`config.mk`:
```
export PLATFORM = sky130hd
export DESIGN_NAME = muldiv_ctrl
export DESIGN_NICKNAME = d
export VERILOG_FILES = /design/src/rtl/muldiv_ctrl.sv
export SDC_FILE = /design/constraint.sdc
export NUM_CORES = 1
export LEC_CHECK = 0
export CORE_ASPECT_RATIO = 2
export CORE_UTILIZATION = 58
export DETAILED_ROUTE_END_ITERATION = 10
export PLACE_DENSITY = 0.9
export SYNTH_ARGS = -nofsm -noshare
export SYNTH_HDL_FRONTEND = slang
export SYNTH_SLANG_ARGS = --single-unit
```
`constraint.sdc`:
```
create_clock -name clk -period 5.1 [get_ports clk]
set_input_delay 0.765 -clock clk [delete_from_list [all_inputs] [get_ports clk]]
set_output_delay 0.765 -clock clk [all_outputs]
set_load 0.02 [all_outputs]
```
`src/rtl/muldiv_ctrl.sv`:
```
// muldiv_ctrl - HI/LO multiply/divide sequencer beside the EX stage.
//
// Runs MULT/MULTU as a 32-step shift-add and DIV/DIVU as a 32-step restoring
// divide on operand magnitudes, then applies the sign fix when HI/LO are
// committed. MTHI/MTLO write HI/LO with no stall. MFHI/MFLO read combinationally.
//
// Optional feature macro: MULDIV_FAST_MUL_EN
//   defined   -> MULT/MULTU use a single-cycle 64-bit multiply (MUL state skipped)
//   undefined -> 32-iteration shift-add multiply
//
// Ports:
//   clk       in   rising-edge clock
//   rst_p     in   synchronous active-high reset
//   flush     in   abandon any in-flight op (beats op_valid)
//   op_valid  in   EX holds a muldiv-class instruction
//   op[2:0]   in   0 MULT,1 MULTU,2 DIV,3 DIVU,4 MTHI,5 MTLO,6 MFHI,7 MFLO
//   src1/src2 in   forwarded rs/rt operands
//   busy      out  stall EX
//   done      out  one-cycle pulse when a long op commits HI/LO
//   mf_data   out  HI for MFHI, LO for MFLO
//   hi/lo     out  architectural HI/LO
module muldiv_ctrl (
  input  logic        clk,
  input  logic        rst_p,
  input  logic        flush,
  input  logic        op_valid,
  input  logic [2:0]  op,
  input  logic [31:0] src1,
  input  logic [31:0] src2,
  output logic        busy,
  output logic        done,
  output logic [31:0] mf_data,
  output logic [31:0] hi,
  output logic [31:0] lo
);

  typedef enum logic [1:0] {IDLE, MUL, DIV, DONE} state_t;

  state_t      state, next_state;
  logic [4:0]  cnt;
  logic [63:0] acc;      // MUL: {partial product, remaining multiplier}; DIV: quotient in [31:0]
  logic [31:0] rem;      // DIV partial remainder (always < divisor between steps)
  logic [31:0] opb;      // multiplicand or divisor magnitude
  logic        neg_res;
  logic        neg_rem;
  logic        is_div;

  logic        sgn_op;
  logic        long_op;
  logic [32:0] mul_sum;
  logic [32:0] div_shift;
  logic [32:0] div_diff;

  function automatic logic [31:0] mag(input logic signed [31:0] x, input logic sgn);
    // -0x80000000 wraps to 0x80000000, which is the correct unsigned magnitude
    mag = (sgn && x[31]) ? 32'(-x) : 32'(x);
  endfunction

  function automatic logic [63:0] fix64(input logic [63:0] v, input logic neg);
    fix64 = neg ? -v : v;
  endfunction

  function automatic logic [31:0] fix32(input logic [31:0] v, input logic neg);
    fix32 = neg ? -v : v;
  endfunction

  assign sgn_op  = ~op[0];
  assign long_op = ~op[2];
  assign mf_data = op[0] ? lo : hi;

  assign mul_sum   = {1'b0, acc[63:32]} + (acc[0] ? {1'b0, opb} : 33'd0);
  assign div_shift = {rem, acc[31]};
  assign div_diff  = div_shift - {1'b0, opb};

  always_comb begin
    next_state = state;
    busy       = 1'b0;
    done       = 1'b0;
    if (flush) begin
      next_state = IDLE;
    end else begin
      case (state)
        IDLE: begin
          if (op_valid && long_op) begin
            busy = 1'b1;
`ifdef MULDIV_FAST_MUL_EN
            next_state = op[1] ? DIV : DONE;
`else
            next_state = op[1] ? DIV : MUL;
`endif
          end
        end
        MUL, DIV: begin
          busy = 1'b1;
          if (cnt == 5'd31) next_state = DONE;
        end
        DONE: begin
          done       = 1'b1;
          next_state = IDLE;
        end
        default: next_state = IDLE;
      endcase
    end
  end

  // Control state and architectural HI/LO
  always_ff @(posedge clk) begin
    if (rst_p) begin
      state <= IDLE;
      cnt   <= 5'd0;
      hi    <= 32'd0;
      lo    <= 32'd0;
    end else begin
      state <= next_state;
      if (!flush && (state == MUL || state == DIV)) cnt <= cnt + 5'd1;
      else                                          cnt <= 5'd0;
      if (!flush && state == IDLE && op_valid) begin
        if (op == 3'd4) hi <= src1;
        if (op == 3'd5) lo <= src1;
      end
      if (!flush && state == DONE) begin
        if (is_div) begin
          lo <= fix32(acc[31:0], neg_res);
          hi <= fix32(rem, neg_rem);
        end else begin
          {hi, lo} <= fix64(acc, neg_res);
        end
      end
    end
  end

  // Iterative datapath; only meaningful once an op has been accepted
  always_ff @(posedge clk) begin
    if (state == IDLE && op_valid && long_op) begin
      opb     <= mag(src2, sgn_op);
      neg_res <= sgn_op && (src1[31] ^ src2[31]);
      neg_rem <= sgn_op && src1[31];
      is_div  <= op[1];
      rem     <= 32'd0;
`ifdef MULDIV_FAST_MUL_EN
      acc <= op[1] ? {32'd0, mag(src1, sgn_op)}
                   : {32'd0, mag(src1, sgn_op)} * {32'd0, mag(src2, sgn_op)};
`else
      acc <= {32'd0, mag(src1, sgn_op)};
`endif
    end else if (state == MUL) begin
      acc <= {mul_sum, acc[31:1]};
    end else if (state == DIV) begin
      // Restoring step: keep the difference only when it did not go negative
      if (!div_diff[32]) begin
        rem <= div_diff[31:0];
        acc <= {acc[63:32], acc[30:0], 1'b1};
      end else begin
        rem <= div_shift[31:0];
        acc <= {acc[63:32], acc[30:0], 1'b0};
      end
    end
  end

endmodule

```
==> flow_metrics.env <==
export IMPL_rsz0062_at_grt="no"
export IMPL_worst_slew_pin_slew_ns=1.12
export IMPL_yosys_area_share_simple_pct=16.6
export IMPL_pin_count=169
export IMPL_cts_tree="built"
export IMPL_critical_path_required_ns=5.47
export IMPL_grt_pass1_vias=14562
export IMPL_antenna_found_initial=1
export IMPL_synth_cell_type_count=67
export IMPL_routabilityCongestion=0.998
export IMPL_synth_xor_area_share_pct=11.2
export IMPL_grt_met2_usage_pct=61.7
export IMPL_overflow=0
export IMPL_cts_hold_buf=0
export IMPL_worstSetupStartpointType="flop"
export IMPL_viasPerCell=6.36
export IMPL_drc_errors=0
export IMPL_dpl_cell_count=2287
export IMPL_drt_initial_drc_count=1327
export IMPL_synthToLayoutAreaGrowth_pct=16.6
export IMPL_die_h_um=232
export IMPL_slew_headroom_pct=25.4
export IMPL_slew_violations=0
export IMPL_power_leakage_nw=7.13
export IMPL_final_util_pct=68.6
export IMPL_rows=84
export IMPL_synth_compound_area_share_pct=21.3
export IMPL_ant_nets=0
export IMPL_status="finished clean"
export IMPL_synth_edf_count=67
export IMPL_grt_pass1_wl_um=70900
export IMPL_crit_path_end_kind="flop"
export IMPL_setup_tns_ns=0
export IMPL_finalPower_w=0.00542
export IMPL_syn_avg_cell_area_um2=8.30
export IMPL_dr_pass1_iters=7
export IMPL_core_area_um2=26200
export IMPL_fmax_ghz=0.212
export IMPL_fp_dieW_um=117
export IMPL_worstSkewPairLatency_ns=0.52
export IMPL_crit_start="acc[24]"
export IMPL_worstPathMaxFanout=5
export IMPL_wl_per_cell_um=19.4
export IMPL_synth_nets=2002
export IMPL_cts_buffers=19
export IMPL_clock_sinks=202
export IMPL_r2r_start="acc[24]"
export IMPL_ir_drop_mv=0.235
export IMPL_worstPathArrival_ns=5.09
export IMPL_start_util_pct=58.8
export IMPL_clock_skew_ns=0.0183
export IMPL_syn_cell_area_um2=15400
export IMPL_synth_seq_area_share_pct=30.6
export IMPL_n_antenna_cell=0
export IMPL_power_density_nw_per_um2=302
export IMPL_synthCells=1854
export IMPL_cts_clk_slew_worst_paths_ns=0.07
export IMPL_ys_warnings_count=0
export IMPL_hold_class="flop to flop"
export IMPL_grt_busiest_layer="met2"
export IMPL_clk_path_buf_depth=3
export IMPL_criticalPathCategory="flop to flop"
export IMPL_synth_async_reset_ratio_pct=0
export IMPL_dr_total_vias=14766
export IMPL_synth_top_family_by_area="compound AO/OA/AOI/OAI gates"
export IMPL_synthFlopType="dfxtp_1"
export IMPL_hold_viol=0
export IMPL_cap_viol_max_count=0
export IMPL_layout_drive_gt1_share_pct=5.82
export IMPL_detailedPlacementHpwl_um=34100
export IMPL_use_met3_pct=4.98
export IMPL_track_usage_pct=33.2
export IMPL_final_nets=2112
export IMPL_fin_crit_ns=4.72
export IMPL_muxShareOfSynthArea_pct=9.76
export IMPL_finalWirelength_um=44900
export IMPL_met1_usage_pct=32.0
export IMPL_fin_crit_sh_pct=92.6
export IMPL_hold_start="cnt[0]"
export IMPL_synth_adder_area_share_pct=6.36
export IMPL_final_cells=2321
export IMPL_htree_levels=1
export IMPL_cts_root_buffer="clkbuf_16"
export IMPL_ys_ff_latch=202
export IMPL_numPortBuffers=168
export IMPL_die_area_um2=27200
export IMPL_holdWs_ns=0.478
export IMPL_grt_max_degree=98
export IMPL_setup_viol=0
## cells in the final DEF (no fill, tap or decap), types with 7 or more instances in the layout
master	count
a211oi_1	58
a21o_1	39
a21oi_1	128
a31oi_1	28
and3_1	12
buf_4	19
clkbuf_16	19
clkdlybuf4s50_1	166
dfxtp_1	135
edfxtp_1	67
ha_1	73
inv_1	66
mux2_2	33
mux2i_1	113
nand2_1	166
nand2b_1	27
nand3_1	19
nor2_1	173
nor2b_1	16
nor3_1	33
nor4_1	15
o211ai_1	7
o21a_1	8
o21ai_0	149
o31ai_1	36
o41ai_1	18
or3_1	13
or4_1	20
xnor2_1	124
xor2_1	72
## final cells by class
cell class | count | area, um^2
Multi-Input combinational cell | 1483 | 10100
Fill cell | 1967 | 8220
Sequential cell | 202 | 4710
Timing Repair Buffer | 189 | 1850
Clock buffer | 27 | 546
Tap cell | 344 | 430
Inverter | 69 | 262
Clock inverter | 7 | 63.8
## cells by family after synthesis
family | count (synthesis)
simple gates | 539
compound gates | 524
flops | 202
xor+xnor | 197
buf+inv | 169
mux | 146
fa+ha+maj | 77
## per-stage QoR
stage | cell area, um^2 | setup WS, ns
2_1_floorplan | 15400 | 0.883
3_3_place_gp | 17300 | 0.681
3_5_place_dp | 17300 | 0.552
4_1_cts | 17900 | 0.400
5_1_grt | 18000 | 0.255
6_report | 18000 | 0.378
## metal layers
layer	vias to the layer above	share of wire, %
li1	6939	-
met1	6915	34
met2	642	53
met3	268	5.6
met4	2	8.0
met5	-	0.027
## registers in the layout, indices dropped and copies added, names as in the netlist
name	cells
cnt	5
is_div	1
opb	32
neg_res	1
lo	32
rem	32
neg_rem	1
state	2
hi	32
acc	64
## cell usage after synthesis, types with 58 or more instances
library cell  count  share of area [%]
a21oi_1         128                4.2
nand2_1         167                4.1
clkbuf_1         87                2.1
edfxtp_1         67                 13
mux2i_1         113                7.3
xor2_1           72                4.1
dfxtp_1         135                 18
inv_1            67                1.6
ha_1             75                6.1
a211oi_1         58                2.8
xnor2_1         125                7.1
o21ai_0         149                4.8
nor2_1          173                4.2
## worst max-delay path, stage by stage, from the launching register on
cell and delay, ns:
edfxtp_1 0.47, or4_4 0.59, or4_4 0.49, or4b_4 0.53
or4b_1 0.55, or2_2 0.32, or4_4 0.54, o41ai_1 0.41
xnor2_1 0.16, nor3_1 0.07, a2111oi_0 0.45
## timing repair
| item | 4_1_cts | 5_1_grt |
|---|---|---|
| resized for setup | 0 | 1 |
| buffers inserted | 0 | 0 |
| setup endpoints to repair | 0 | 1 |
## final timing paths
path,endpoint,depth (start not counted),slack [ns]
setup / recovery,hi[29],10,0.38
hold / removal,cnt[0],1,0.48
setup reg to reg,hi[29],10,0.38
hold reg to reg,cnt[0],1,0.48
## where the power goes
part / internal (W) / switching (W) / total (W) / leakage [nW]
clock network: 0.000801 / 0.000652 / 0.00145 / 0.304
logic: 0.000829 / 0.00107 / 0.00190 / 5.10
registers: 0.00183 / 0.000239 / 0.00207 / 1.73
total: 0.00346 / 0.00196 / 0.00542 / 7.13
Power figures use the tool's default switching activity.
